### src/rtl/run_sequencer.sv
// run_sequencer
//   Upstream controller for the 4-bit counting FSM. Accepts a job of N runs
//   over a valid/ready handshake, pulses go once per run, waits for done_sig
//   after each run and inserts a GAP-cycle idle gap between runs. Reports
//   progress (runs_done), job end (complete), and a sticky timeout error.
//
// Handshake: a job is accepted on a rising clk edge where start_valid=1 and
//   start_ready=1 (start_ready is high only in IDLE). start_runs is sampled on
//   that edge; start_valid may stay high afterwards without effect until the
//   sequencer is back in IDLE.
//
// Ports:
//   clk, rst        clock, synchronous active-high reset
//   start_valid     job request valid
//   start_ready     job can be accepted (IDLE)
//   start_runs      number of runs, sampled on accept
//   abort           cancel the current job (ignored in IDLE)
//   go              one-cycle run trigger to the counting FSM
//   done_sig        run finished, only counted in WAIT
//   busy            any state other than IDLE
//   runs_done       runs completed in current/last job
//   complete        one-cycle pulse on normal or timeout job end
//   timeout_err     sticky, cleared on next accepted start
//   job_cycles      busy-cycle count of the job (only with the macro below)
//   dbg_state       current FSM state encoding
//
// Optional feature: define RUN_SEQ_CYCLE_COUNT_EN to add job_cycles[15:0].
module run_sequencer #(
  parameter int COUNT_W = 8,
  parameter int TIMEOUT = 32,
  parameter int GAP     = 1
) (
  input  logic               clk,
  input  logic               rst,
  input  logic               start_valid,
  output logic               start_ready,
  input  logic [COUNT_W-1:0] start_runs,
  input  logic               abort,
  output logic               go,
  input  logic               done_sig,
  output logic               busy,
  output logic [COUNT_W-1:0] runs_done,
  output logic               complete,
  output logic               timeout_err,
`ifdef RUN_SEQ_CYCLE_COUNT_EN
  output logic [15:0]        job_cycles,
`endif
  output logic [2:0]         dbg_state
);

  localparam int TW = (TIMEOUT > 2) ? $clog2(TIMEOUT) : 1;
  localparam int GW = (GAP > 1) ? $clog2(GAP) : 1;
  localparam logic [COUNT_W-1:0] RUN_ONE = COUNT_W'(1);

  typedef enum logic [2:0] {
    S_IDLE   = 3'd0,
    S_ISSUE  = 3'd1,
    S_WAIT   = 3'd2,
    S_GAP    = 3'd3,
    S_FINISH = 3'd4
  } state_t;

  state_t             state;
  logic [COUNT_W-1:0] target;
  logic [TW-1:0]      timer;
  logic [GW-1:0]      gap_cnt;
  logic [COUNT_W-1:0] runs_next;

  assign runs_next = runs_done + RUN_ONE;

  // Outputs decode the state register only, so no input reaches an output
  // combinationally.
  assign start_ready = (state == S_IDLE);
  assign busy        = (state != S_IDLE);
  assign go          = (state == S_ISSUE);
  assign complete    = (state == S_FINISH);
  assign dbg_state   = state;

  always_ff @(posedge clk) begin
    if (rst) begin
      state       <= S_IDLE;
      target      <= '0;
      timer       <= '0;
      gap_cnt     <= '0;
      runs_done   <= '0;
      timeout_err <= 1'b0;
    end else begin
      case (state)
        S_IDLE: begin
          if (start_valid) begin
            target      <= start_runs;
            runs_done   <= '0;
            timeout_err <= 1'b0;
            state       <= (start_runs == '0) ? S_FINISH : S_ISSUE;
          end
        end
        S_ISSUE: begin
          if (abort) begin
            state <= S_IDLE;
          end else begin
            timer <= '0;
            state <= S_WAIT;
          end
        end
        S_WAIT: begin
          // abort beats a coincident done_sig: the run is not counted.
          if (abort) begin
            state <= S_IDLE;
          end else if (done_sig) begin
            runs_done <= runs_next;
            if (runs_next == target) begin
              state <= S_FINISH;
            end else begin
              gap_cnt <= '0;
              state   <= S_GAP;
            end
          end else if (timer == TW'(TIMEOUT - 1)) begin
            timeout_err <= 1'b1;
            state       <= S_FINISH;
          end else begin
            timer <= timer + TW'(1);
          end
        end
        S_GAP: begin
          // Gives the counting FSM time to return to its idle state.
          if (abort) begin
            state <= S_IDLE;
          end else if (gap_cnt == GW'(GAP - 1)) begin
            state <= S_ISSUE;
          end else begin
            gap_cnt <= gap_cnt + GW'(1);
          end
        end
        S_FINISH: state <= S_IDLE;
        default:  state <= S_IDLE;
      endcase
    end
  end

`ifdef RUN_SEQ_CYCLE_COUNT_EN
  // Counts every busy cycle of the job, saturating; holds once back in IDLE.
  always_ff @(posedge clk) begin
    if (rst) begin
      job_cycles <= '0;
    end else if (state == S_IDLE) begin
      if (start_valid) job_cycles <= '0;
    end else if (job_cycles != 16'hFFFF) begin
      job_cycles <= job_cycles + 16'd1;
    end
  end
`endif

endmodule

### config.mk
export PLATFORM = sky130hd
export DESIGN_NAME = run_sequencer
export DESIGN_NICKNAME = d
export VERILOG_FILES = /design/src/rtl/run_sequencer.sv
export SDC_FILE = /design/constraint.sdc
export NUM_CORES = 1
export LEC_CHECK = 0
export ABC_CLOCK_PERIOD_IN_PS = 4190
export CAP_MARGIN = 10
export CORE_AREA = 2 2 67 69
export DETAILED_ROUTE_END_ITERATION = 6
export DIE_AREA = 0 0 69 71
export PLACE_DENSITY = 0.62
export SYNTH_ARGS = -nofsm -noshare
export SYNTH_HDL_FRONTEND = slang
export SYNTH_SLANG_ARGS = --single-unit
### constraint.sdc
create_clock -name clk -period 4.19 [get_ports clk]
set_input_delay 1.257 -clock clk [delete_from_list [all_inputs] [get_ports clk]]
set_output_delay 1.257 -clock clk [all_outputs]
set_load 0.02 [all_outputs]
Word level (Yosys, flattened, before mapping)
Index checks and enable logic that the tools add are counted.
{"block": "op_classes", "reduce_logical": 12, "add_sub_neg": 3, "n_mux": 30, "n_eq_ne": 17}
{"cell": "two-way mux 3 bit", "count": 8}
{"cell": "two-way mux 8 bit", "count": 3}
{"cell": "two-way mux 5 bit", "count": 4}
{"cell": "inequality test 2 bit, second input constant", "count": 9}
{"cell": "one-hot mux 8 bit (2 select lines)", "count": 1}
{"cell": "AND reduction 5 bit", "count": 3}
{"cell": "one-hot mux 3 bit (4 select lines)", "count": 1}
{"cell": "one-hot mux 5 bit (2 select lines)", "count": 1}
{"cell": "two-way mux 1 bit", "count": 9}
{"cell": "adder 8 x 1 -> 8 bit, second input constant", "count": 1}
{"cell": "equality test 8 bit", "count": 1}
{"cell": "logical NOT 8 bit", "count": 1}
{"cell": "equality test 3 x 2 -> 1 bit, second input constant", "count": 2}
{"cell": "nonzero test 2 bit", "count": 3}
{"cell": "adder 5 x 1 -> 5 bit, second input constant", "count": 1}
{"cell": "equality test 5 bit, second input constant", "count": 1}
{"cell": "inequality test 4 bit, second input constant", "count": 1}
{"cell": "one-hot mux 1 bit (2 select lines)", "count": 2}
{"cell": "AND reduction 4 bit", "count": 1}
{"cell": "equality test 3 x 1 -> 1 bit, second input constant", "count": 1}
{"cell": "equality test 3 bit, second input constant", "count": 1}
{"cell": "logical NOT 3 bit", "count": 1}
{"cell": "inequality test 3 bit, second input constant", "count": 1}
{"cell": "AND reduction 3 bit", "count": 1}
{"cell": "4 further kinds", "count": 4}
{"block": "totals", "register_bits": 26, "out_inout_bits": 16, "in_bits": 13}

Depth between registers and ports, before layout
{"block": "logic_depth", "ltp_word": 6, "depth_mapped": 8, "mapped_depth_nobuf": 8}

Worst setup path after synthesis
OpenSTA, ideal clock, no wires.
{"block": "synth_timing", "path_kind": "input -> register", "start": "input start_runs[4]", "end": "register state[2] (netlist: dbg_state[2])", "cell_stages": 5, "setup_time_ns": 0.059, "setup_slack_ns": 1.298, "arrival_time_ns": 2.834, "required_ns": 4.131, "path_cell_list": "or4_4 or4_4 a2111oi_4 o21ai_1 o21ba_1"}
{"block": "synth_between", "elab_chain_cells": 4}
{"item": "from (decl)", "line": "37", "source": "input logic [COUNT_W-1:0] start_runs,"}
{"item": "logical NOT 8 bit", "line": "94", "source": "state <= (start_runs == '0) ? S_FINISH : S_ISSUE;"}
{"item": "two-way mux 3 bit", "line": "94"}
{"item": "two-way mux 3 bit", "line": "90", "source": "if (start_valid) begin"}
{"item": "one-hot mux 3 bit (4 select lines)", "line": "88", "source": "case (state)"}
{"item": "to (signal assigned)", "line": "94"}
{"item": "to (decl)", "line": "63", "source": "state_t state;"}
No other way between the ends. The select of a mux whose other input is x is not followed.
A chain may end at the register's enable or synchronous reset.

Worst setup path in the final report
{"block": "layout_timing", "start": "register state[2] (netlist: dbg_state[2])", "end": "output start_ready"}
{"block": "layout_between", "elab_chain_cells": 1}
{"item": "logical NOT 3 bit", "line": "73", "source": "assign start_ready = (state == S_IDLE);"}
{"item": "to (decl)", "line": "36", "source": "output logic start_ready,"}
No other way between the ends.

==> summary.txt <==
Max incr delay on CP: 0.65 ns
Post_cts resized: 0
Placed insts: 248
Largest family of logic cells by synthesized area: simple AND/OR/NAND/NOR gates
Clk_lat worst skew: 0.28 ns
Sequential share of power: 49.6%
Most used routing layer: met2
Top cell type's share of synthesized area: 35.6%
CP Cell Sequence: or2_2 -> nor2_1 -> clkdlybuf4s50_1
1st-iter DRT viols: 80
Post-synth EDFFs: 0
Internal: 0.000366 W
DR vias: 1280
Hold crit path type: reg2reg
CP arrival: 1.95 ns
Final WL: 3140 µm
Grt met1 use: 15.6%
Io pins: 29
Post-detail-place hpwl: 2300 µm
Final setup violation count: 0
PD cells: 292 mW/mm²
Die area: 0.00490 mm²
Clock power share: 30.4%
Synthesized flop and latch total: 25
Post-synthesis async set-or-reset flop share: 0%
CTS tree: yes
CP endpoint kind: primary output
Fin. Hold Viols: 0
Synth Flop Type: dfxtp_1
Worst endpoint required time: 2.93 ns
Hold Crit Depth: 2
Final ANT Viol Nets: 0
LEAKAGE: 0.640 nW
Diode count: 0
Crit path launch: dbg_state[2]$_SDFFE_PP0P_
Pre-CTS WS: 0.807 ns
Cts bufs inserted: 3
Startpoint Class: flop
CTS H-tree lvls: 1
Hold_buf cts: 0
Worst Hold Launch: timer[4]$_SDFFE_PP0P_
Commonest cells in the synthesized netlist: dfxtp_1 (25), nand2_1 (25), a21oi_1 (19)
Synth cell types: 37
Mux contribution to synthesized area: 0%
Skew final: 0.00713 ns
Cell count after synthesis: 173
Tot GR Track Use: 13.3%
Syn-to-layout area delta: 26.5%
Leading area contributor after synthesis: dfxtp_1
Reg2Reg Depth: 5
Cell Area, Synth: 0.00141 mm²
Gate power share: 20.0%
Antenna violations before repair: 0
# DRC: 0
Clock Path Buffers: 2
R2R Path Start: dbg_state[1]$_SDFFE_PP0P_
Initial Util: 33.5%
Period utilisation layout: 76.5%
IO Port Bufs: 28
Net Switching: 0.000154 W
Core region area: 0.00420 mm²
Synth Area in Compound Gates: 19.8%
Critical Path Slowest Stage Cell: clkdlybuf4s50_1
Number of global-route vias before repair: 1222
Reg2reg end: runs_done[4]$_SDFFE_PP0P_
Wire per inst: 12.5 µm
Adder-cell area share of the yosys netlist: 2.67%
Clock Sinks: 25
Final Net Count: 217
Max frequency: 0.312 GHz
Routed vias/inst: 5.08
Final worst slack: 0.984 ns
Post-CTS setup buffer count: 0
Share of cells above drive strength 1: 7.50%
Final GP Congestion: 0.765
Max_cap viols: 0
Post-Layout Cell Count: 252
Util after Layout: 42.3%
Simple-Gate Fraction of Synth Area: 29.8%
Least-Margin Pin Slew: 0.690 ns
Initial DRT Pass Iterations: 4
DIE WIDTH: 69 µm
Peak VDD IR: 0.0816 mV
Final slew viol count: 0
Clk slew on worst S/H paths: 0.10 ns
Sequential element share of the synthesized area: 35.6%
Die span in y: 71 µm
Status: finished clean
Syn Area/Cell: 8.13 µm²
Sw Share: 29.6%
Pin count of the biggest net entering global routing: 24
WHS Endpoint: timer[4]$_SDFFE_PP0P_
Root Driver: clkbuf_8
YS warnings: 0
First-pass GRT wire length: 5350 µm
Top post-synthesis cells by area: dfxtp_1 (36%), a21oi_1 (6.8%), nand2_1 (6.7%), xnor2_1 (6.2%), nor2_1 (4.8%)
Critical path class: reg2out
Crit path max fanout: 11
Slew margin rel.: 54.0%
TNS Setup: 0 ns
Routing usage on met2: 23.9%
Min Tclk post-route: 3.21 ns
# rows: 24
Mapped Nets: 189
Reg-to-reg slack, setup: 2.07 ns
Gr ovfl total: 0
RSZ-0062 raised after global routing: false
GR Util met3: 3.28%
Xor/xnor share of the synthesized area: 8.72%
[flip-flops by register name (all words and copies together), names as in the netlist]
name / flops
runs_done: 8
target: 8
timer: 5
dbg_state: 3
timeout_err: 1
[how the worst max path moves through the flow]
stage                     slack (ns)  depth (start not counted)                   endpoint
final                           0.98                          3                start_ready
after global routing            0.90                          3                start_ready
after CTS                       0.97                          3                start_ready
after detailed placement        0.81                          6  dbg_state[2]$_SDFFE_PP0P_
after global placement          0.82                          6  dbg_state[2]$_SDFFE_PP0P_
after floorplan                 1.30                          5  dbg_state[2]$_SDFFE_PP0P_
[worst max-delay path: cells and delay by family (launching register included)]
kind          cells  cell delay, ns
buf+inv           1            0.65
flops             1            0.46
simple gates      2            0.57
[cell type report]
type,instances,area (µm²)
fillers,445,2420
multi-input cells,138,857
flip-flops and latches,25,500
repair buffers,30,295
well taps,52,65.1
clock buffers,3,41.3
inverters,3,11.3
clock inverters,1,8.76
[placed cells by master, fill, tap and decap left out, types with 4 or more instances in the layout]
cell,n
xor2_1,4
a21o_1,5
nand2_1,25
dfxtp_1,25
xnor2_1,10
nand3b_1,4
clkdlybuf4s50_1,28
nor3_1,7
nor2_1,18
a21oi_1,19
and2_1,4
o21ai_1,5
nand3_1,6
[power groups by stage]
stage | Sequential [W] | Clock [W] | Combinational [W]
global placement | 0.000263 | 0 | 0.000104
floorplan | 0.000260 | 0 | 0.0000673
detailed placement | 0.000264 | 0 | 0.000104
CTS | 0.000258 | 0.000162 | 0.000105
global route | 0.000259 | 0.000170 | 0.000114
finish | 0.000258 | 0.000158 | 0.000104
[through the flow]
stage / hold slack [ns] / power (W) / instance area, µm²
finish: 0.468 / 0.000519 / 1780
global placement: 0.444 / 0.000368 / 1730
CTS: 0.469 / 0.000525 / 1780
floorplan: 0.436 / 0.000327 / 1410
detailed placement: 0.452 / 0.000368 / 1730
global route: 0.479 / 0.000544 / 1780
[metal layers]
| layer | wire [µm] | up-vias |
|---|---|---|
| met1 | 1490 | 591 |
| met3 | 96 | 5 |
| li1 | - | 666 |
| met2 | 1520 | 18 |
| met5 | 0 | - |
| met4 | 31 | 0 |
[logic make-up after synthesis]
kind of cell	Yosys count
fa+ha+maj	3
compound gates	41
flops	25
simple gates	80
xor+xnor	14
buf+inv	10
Note: power is estimated with default switching activity, not from simulation.
